[src/rtl/collector_pkg.sv]
// Types shared by the sample capture front-end and the SDRAM controller.
package collector_pkg;

    localparam int SDRAM_ADDR_WIDTH = 25;

    typedef logic [SDRAM_ADDR_WIDTH-1:0] addr_t;

    typedef enum logic [1:0] {
        IDLE    = 2'd0,
        CAPTURE = 2'd1,
        WRITE   = 2'd2,
        DRAIN   = 2'd3
    } state_t;

endpackage

[src/rtl/sync_fifo.sv]
// Single-clock FIFO with registered full/empty flags and a registered head word.
module sync_fifo #(
    parameter int WIDTH = 8,
    parameter int DEPTH = 16
) (
    input  logic             i_clk,
    input  logic             i_rst,
    input  logic             i_push,
    input  logic [WIDTH-1:0] i_data,
    input  logic             i_pop,
    output logic [WIDTH-1:0] o_head,
    output logic             o_full,
    output logic             o_empty
);
    localparam int AW = $clog2(DEPTH);

    logic [WIDTH-1:0] mem [DEPTH];
    logic [AW-1:0]    wr_ptr;
    logic [AW-1:0]    rd_ptr;
    logic [AW-1:0]    rd_next;
    logic [AW:0]      count;
    logic [AW:0]      count_next;
    logic             do_push;
    logic             do_pop;

    assign do_push = i_push && !o_full;
    assign do_pop  = i_pop && !o_empty;
    assign rd_next = rd_ptr + 1'b1;

    always_comb begin
        count_next = count;
        case ({do_push, do_pop})
            2'b10:   count_next = count + 1'b1;
            2'b01:   count_next = count - 1'b1;
            default: count_next = count;
        endcase
    end

    always_ff @(posedge i_clk) begin
        if (do_push) begin
            mem[wr_ptr] <= i_data;
        end
    end

    always_ff @(posedge i_clk or negedge i_rst) begin
        if (!i_rst) begin
            wr_ptr  <= '0;
            rd_ptr  <= '0;
            count   <= '0;
            o_full  <= 1'b0;
            o_empty <= 1'b1;
            o_head  <= '0;
        end else begin
            if (do_push) begin
                wr_ptr <= wr_ptr + 1'b1;
            end
            if (do_pop) begin
                rd_ptr <= rd_next;
            end
            count   <= count_next;
            o_full  <= (count_next == (AW+1)'(DEPTH));
            o_empty <= (count_next == '0);
            // The slot becoming head may be the one written this very cycle.
            if (do_pop) begin
                if (count == (AW+1)'(1) && do_push) begin
                    o_head <= i_data;
                end else if (count > (AW+1)'(1)) begin
                    o_head <= mem[rd_next];
                end
            end else if (do_push && o_empty) begin
                o_head <= i_data;
            end
        end
    end

endmodule

[src/rtl/sample_collector.sv]
// Sample capture front-end: buffers an 8-bit stream and writes it byte by byte
// into a ring region of SDRAM through a level request / pulse acknowledge interface.
module sample_collector
    import collector_pkg::*;
#(
    parameter int     ADDR_WIDTH = SDRAM_ADDR_WIDTH,
    parameter int     FIFO_DEPTH = 16,
    parameter longint BASE_ADDR  = 0,
    parameter longint RING_LEN   = 64'd1 << 25
) (
    input  logic                  i_clk,
    input  logic                  i_rst,
    input  logic                  i_start,
    input  logic                  i_stop,
    input  logic                  i_valid,
    input  logic [7:0]            i_data,
    output logic                  o_ready,
    output logic [ADDR_WIDTH-1:0] o_addr,
    output logic [7:0]            o_D,
    output logic                  o_we,
    input  logic                  i_mem_done,
    output logic                  o_busy,
    output logic                  o_done,
    output logic [ADDR_WIDTH-1:0] o_count,
    output logic                  o_overflow,
    output logic                  o_wrapped
);
    // state    | meaning
    // IDLE     | waiting for i_start; count and flags hold their last values
    // CAPTURE  | accepting samples; launches a write when the FIFO has data
    // WRITE    | write request outstanding; still accepting samples
    // DRAIN    | stopped; writing out whatever is left in the FIFO

    localparam logic [ADDR_WIDTH-1:0] RING_FIRST = ADDR_WIDTH'(BASE_ADDR);
    localparam logic [ADDR_WIDTH-1:0] RING_LAST  = ADDR_WIDTH'(BASE_ADDR + RING_LEN - 1);

    state_t                  state;
    logic [ADDR_WIDTH-1:0]   wr_ptr;
    logic [ADDR_WIDTH-1:0]   ptr_next;
    logic                    ptr_wrap;
    logic                    stop_pend;
    logic                    accepting;
    logic                    push;
    logic                    pop;
    logic                    fifo_full;
    logic                    fifo_empty;
    logic [7:0]              fifo_head;

    assign accepting = (state == CAPTURE) || (state == WRITE);
    // A stop seen during WRITE closes the input immediately, not after the write.
    assign o_ready   = !fifo_full && ((state == CAPTURE) || (state == WRITE && !stop_pend));
    assign push      = i_valid && o_ready;
    assign pop       = o_we && i_mem_done;
    assign ptr_wrap  = (wr_ptr == RING_LAST);
    assign ptr_next  = ptr_wrap ? RING_FIRST : wr_ptr + 1'b1;

    sync_fifo #(
        .WIDTH (8),
        .DEPTH (FIFO_DEPTH)
    ) u_fifo (
        .i_clk   (i_clk),
        .i_rst   (i_rst),
        .i_push  (push),
        .i_data  (i_data),
        .i_pop   (pop),
        .o_head  (fifo_head),
        .o_full  (fifo_full),
        .o_empty (fifo_empty)
    );

    always_ff @(posedge i_clk or negedge i_rst) begin
        if (!i_rst) begin
            state      <= IDLE;
            wr_ptr     <= RING_FIRST;
            stop_pend  <= 1'b0;
            o_addr     <= '0;
            o_D        <= '0;
            o_we       <= 1'b0;
            o_busy     <= 1'b0;
            o_done     <= 1'b0;
            o_count    <= '0;
            o_overflow <= 1'b0;
            o_wrapped  <= 1'b0;
        end else begin
            o_done <= 1'b0;

            if (accepting && i_valid && fifo_full) begin
                o_overflow <= 1'b1;
            end

            if (pop) begin
                o_we   <= 1'b0;
                wr_ptr <= ptr_next;
                if (ptr_wrap) begin
                    o_wrapped <= 1'b1;
                end
                if (!(&o_count)) begin
                    o_count <= o_count + 1'b1;
                end
            end

            case (state)
                IDLE: begin
                    if (i_start) begin
                        o_count    <= '0;
                        o_overflow <= 1'b0;
                        o_wrapped  <= 1'b0;
                        wr_ptr     <= RING_FIRST;
                        stop_pend  <= 1'b0;
                        o_busy     <= 1'b1;
                        state      <= CAPTURE;
                    end
                end
                CAPTURE: begin
                    if (i_stop) begin
                        state <= DRAIN;
                    end else if (!fifo_empty && !o_we) begin
                        o_D    <= fifo_head;
                        o_addr <= wr_ptr;
                        o_we   <= 1'b1;
                        state  <= WRITE;
                    end
                end
                WRITE: begin
                    if (i_stop) begin
                        stop_pend <= 1'b1;
                    end
                    if (pop) begin
                        stop_pend <= 1'b0;
                        state     <= (stop_pend || i_stop) ? DRAIN : CAPTURE;
                    end
                end
                DRAIN: begin
                    if (!o_we) begin
                        if (!fifo_empty) begin
                            o_D    <= fifo_head;
                            o_addr <= wr_ptr;
                            o_we   <= 1'b1;
                        end else begin
                            o_done <= 1'b1;
                            o_busy <= 1'b0;
                            state  <= IDLE;
                        end
                    end
                end
                default: state <= IDLE;
            endcase
        end
    end

endmodule

[config.mk]
export PLATFORM = sky130hd
export DESIGN_NAME = sample_collector
export DESIGN_NICKNAME = d
export VERILOG_FILES = /design/src/rtl/collector_pkg.sv /design/src/rtl/sync_fifo.sv /design/src/rtl/sample_collector.sv
export SDC_FILE = /design/constraint.sdc
export NUM_CORES = 1
export LEC_CHECK = 0
export ABC_AREA = 1
export CAP_MARGIN = 5
export CORE_ASPECT_RATIO = 0.75
export CORE_MARGIN = 3
export CORE_UTILIZATION = 35
export CTS_CLUSTER_SIZE = 16
export DETAILED_ROUTE_END_ITERATION = 10
export DONT_BUFFER_PORTS = 1
export PLACE_DENSITY_LB_ADDON = 0.12
export SYNTH_ARGS = -nofsm -noshare
export SYNTH_HDL_FRONTEND = slang
export SYNTH_HIERARCHICAL = 1
export SYNTH_SLANG_ARGS = --single-unit
[constraint.sdc]
create_clock -name i_clk -period 2.81 [get_ports i_clk]
set_clock_uncertainty 0.15 [all_clocks]
set_input_delay 0.281 -clock i_clk [delete_from_list [all_inputs] [get_ports i_clk]]
set_output_delay 0.281 -clock i_clk [all_outputs]
set_load 0.01 [all_outputs]
==> qor.txt <==
outcome: finished, violations left
failing checks: negative hold slack
DR DRC count: 0
footprint of the multi-input gates: 0.00426 mm^2
Horiz. Die Dim: 218 um
first-pass GRT wire length: 47000 um
count of different cell masters after synthesis: 42
Worst slew margin: 39.6%
placed cell count: 1762
Synth Area in Adders: 1.70%
met2 global-route usage: 23.8%
Lkg Pwr: 0.00578 uW
clk sinks: 242
total die area: 0.0359 mm^2
EDFF count, synth: 128
XOR/XNOR share of the synthesized area: 1.60%
setup_tns: 0 ns
IO Pins: 78
WL/cell: 16.4 um
cell count after synthesis: 1323
Fin Hold WS: -0.709 ns
CTS H-tree depth: 1
most numerous cell in the Yosys netlist: nand2_1
CORE AREA: 0.0327 mm^2
Crit Path Class: reg2reg
Hold Fails Final Rpt: 114
crit end category: register
die height: 165 um
routed wire length: 30000 um
CTS tree: built
largest cells by area after synthesis: edfxtp_1, dfrtp_1, nand2_1
antenna violations before repair: 0
Post-Syn Nets: 1353
Pre-Repair DR Iteration Count: 7
Antenna Nets Post-Route: 0
CP Launch Type: register
peak supply drop: 0.000660 V
Compound-Gate Fraction of Synth Area: 3.84%
crit-path max FO: 7
post-DP HPWL: 20500 um
Tot GR Track Use: 16.6%
RSZ-0062 raised after global routing: no
area share of the largest cell type after synthesis: 32.6%
top cells by count, synth: nand2_1, nor2_1, inv_1
Crit. Startpoint: state[0]$_DFFE_PN0P_
Seq. cell area: 0.00670 mm^2
routability cong.: 0.841
initial cell density of the core: 36.0%
DR vias: 8663
Critical R2R Capture: u_fifo/o_full$_DFF_PN0_
fmax: 398 MHz
ys flop type: edfxtp_1
cells on worst reg2reg path: 18
Worst-Margin Slew: 0.903 ns
final setup fails: 0
pin count of the biggest net entering global routing: 115
largest family of logic cells by synthesized area: simple AND/OR/NAND/NOR gates
fin. max-slew vios: 0
power per cell area: 947 mW/mm^2
DR vias/cell: 4.75
Synth Area in Simple Gates: 27.7%
flop and latch count out of synthesis: 242
share of layout cells above drive strength 1: 11.9%
clock buffer count from CTS: 27
Critical R2R Launch: state[0]$_DFFE_PN0P_
met1 Use GR: 26.1%
# diodes: 0
worst hold path type: in2async
mux cell area share after synthesis: 1.15%
met3 Use GR: 3.33%
# port buffers: 0
Rows: 57
fill count: 3232
Clk Latency, worst-skew pair: 0.53 ns
clock transition at the registers of the reported paths: 0.06 ns
grt total ovfl: 0
Req. time, crit path: 3.13 ns
R2R Setup Slk: 0.29 ns
Tcrit/Tclk final: 89.5%
CTS Hold Bufs: 11
area delta synth->final: 13.9%
Yosys warnings: 6
CP Data Arrival Time: 2.83 ns
syn avg cell area: 8.90 um^2
Top Usage Layer GRT: met1
Max clock buf depth: 3
Layout Nets: 1392
Seq/Total Area, Yosys: 56.9%
clock root cell: clkbuf_16
cell taking the most area after synthesis: edfxtp_1
final std cells w/o fill: 1824
vias in the first global route: 8200
ys async rst share: 47.1%
Starting DRT DRC Count: 660
# Max-Cap Violations: 0
min cycle time layout: 2.52 ns
synthesized area: 0.0118 mm^2
## cell usage in the layout, fill, tap and decap left out, types with 10 or more instances in the layout
master	n
buf_4	39
ha_1	14
nand2_1	345
inv_1	157
xor2_1	13
nand3_2	10
nand3_1	138
dlygate4sd3_1	11
nand4_1	13
mux2_2	12
nor2_1	187
nor3_1	15
a21oi_2	10
dfrtp_1	112
or2_2	18
o21ai_0	36
edfxtp_1	128
a21oi_1	24
clkbuf_16	27
## flip-flops by register name (all words and copies together) (netlist names), 2 cells and up
| signal | count |
|---|---|
| u_fifo/mem | 128 |
| wr_ptr | 25 |
| o_D | 8 |
| o_count | 25 |
| o_addr | 25 |
| u_fifo/wr_ptr | 4 |
| state | 2 |
| u_fifo/o_head | 8 |
| u_fifo/rd_ptr | 4 |
| u_fifo/count | 5 |
## worst max path at each step
stage | slack [ns] | end
6_report | 0.29 | u_fifo/o_full$_DFF_PN0_
5_1_grt | 0.0001 | u_fifo/o_full$_DFF_PN0_
4_1_cts | 0.07 | u_fifo/o_full$_DFF_PN0_
3_5_place_dp | 0.1 | u_fifo/o_full$_DFF_PN0_
3_3_place_gp | 0.16 | u_fifo/o_empty$_DFF_PN1_
2_1_floorplan | 0.25 | u_fifo/o_empty$_DFF_PN1_
## worst max-delay path, cell delays in order (launching register included)
cell and delay [ns]:
dfrtp_1 0.40, inv_2 0.09, ha_1 0.19, inv_1 0.06
nor2_1 0.09, nor2_1 0.07, nor3b_1 0.17, inv_1 0.06
nor2_1 0.12, inv_1 0.11, ha_4 0.31, inv_2 0.07
o211ai_1 0.09, nand2_1 0.09, inv_1 0.07, nand2_1 0.05
nor2_1 0.10, nand2_1 0.07, nor2_1 0.09
## where the power goes
group	switching (uW)	total, uW	internal [uW]
Sequential	516	4770	4260
Clock	1420	3470	2050
Combinational	2950	4450	1500
## kinds of logic after synthesis
group / Yosys count
buffers and inverters: 204
xor gates and xnor gates: 19
AOI/OAI and AO/OA: 78
adders and majority gates: 16
muxes: 12
DFF: 242
and+or+nand+nor: 752
## layout make-up
cell class / count / share of cell area (%)
tap: 442 / 4.12
clock buffer: 38 / 5.65
timing repair buffer: 51 / 3.15
inverter: 163 / 4.56
sequential: 242 / 50.0
multi-input combinational: 877 / 31.8
clock inverter: 11 / 0.756
## through the flow
stage / setup WS (ns) / util [%] / total power [uW] / area, um^2
4_1_cts: 0.0713 / 40.9 / 12800 / 13400
2_1_floorplan: 0.246 / - / 7840 / 11800
6_report: 0.294 / 41.0 / 12700 / 13400
5_1_grt: 0.000110 / 41.0 / 13600 / 13400
3_5_place_dp: 0.0970 / 37.9 / 9230 / 12400
3_3_place_gp: 0.159 / 37.9 / 9220 / 12400
## timing repair
action | CTS | global route
endpoints found under the setup margin | 0 | 6
endpoints found under the hold margin | 264 | 114
resized for setup | 0 | 6
buffers inserted | 0 | 2
## layer usage
layer  vias up  part of all wire, %
met2       174                   41
li1       4330                    -
met3        32                  5.6
met4         0                  1.8
met1      4127                   52
met5         -                    0
Power figures use the tool's default switching activity.
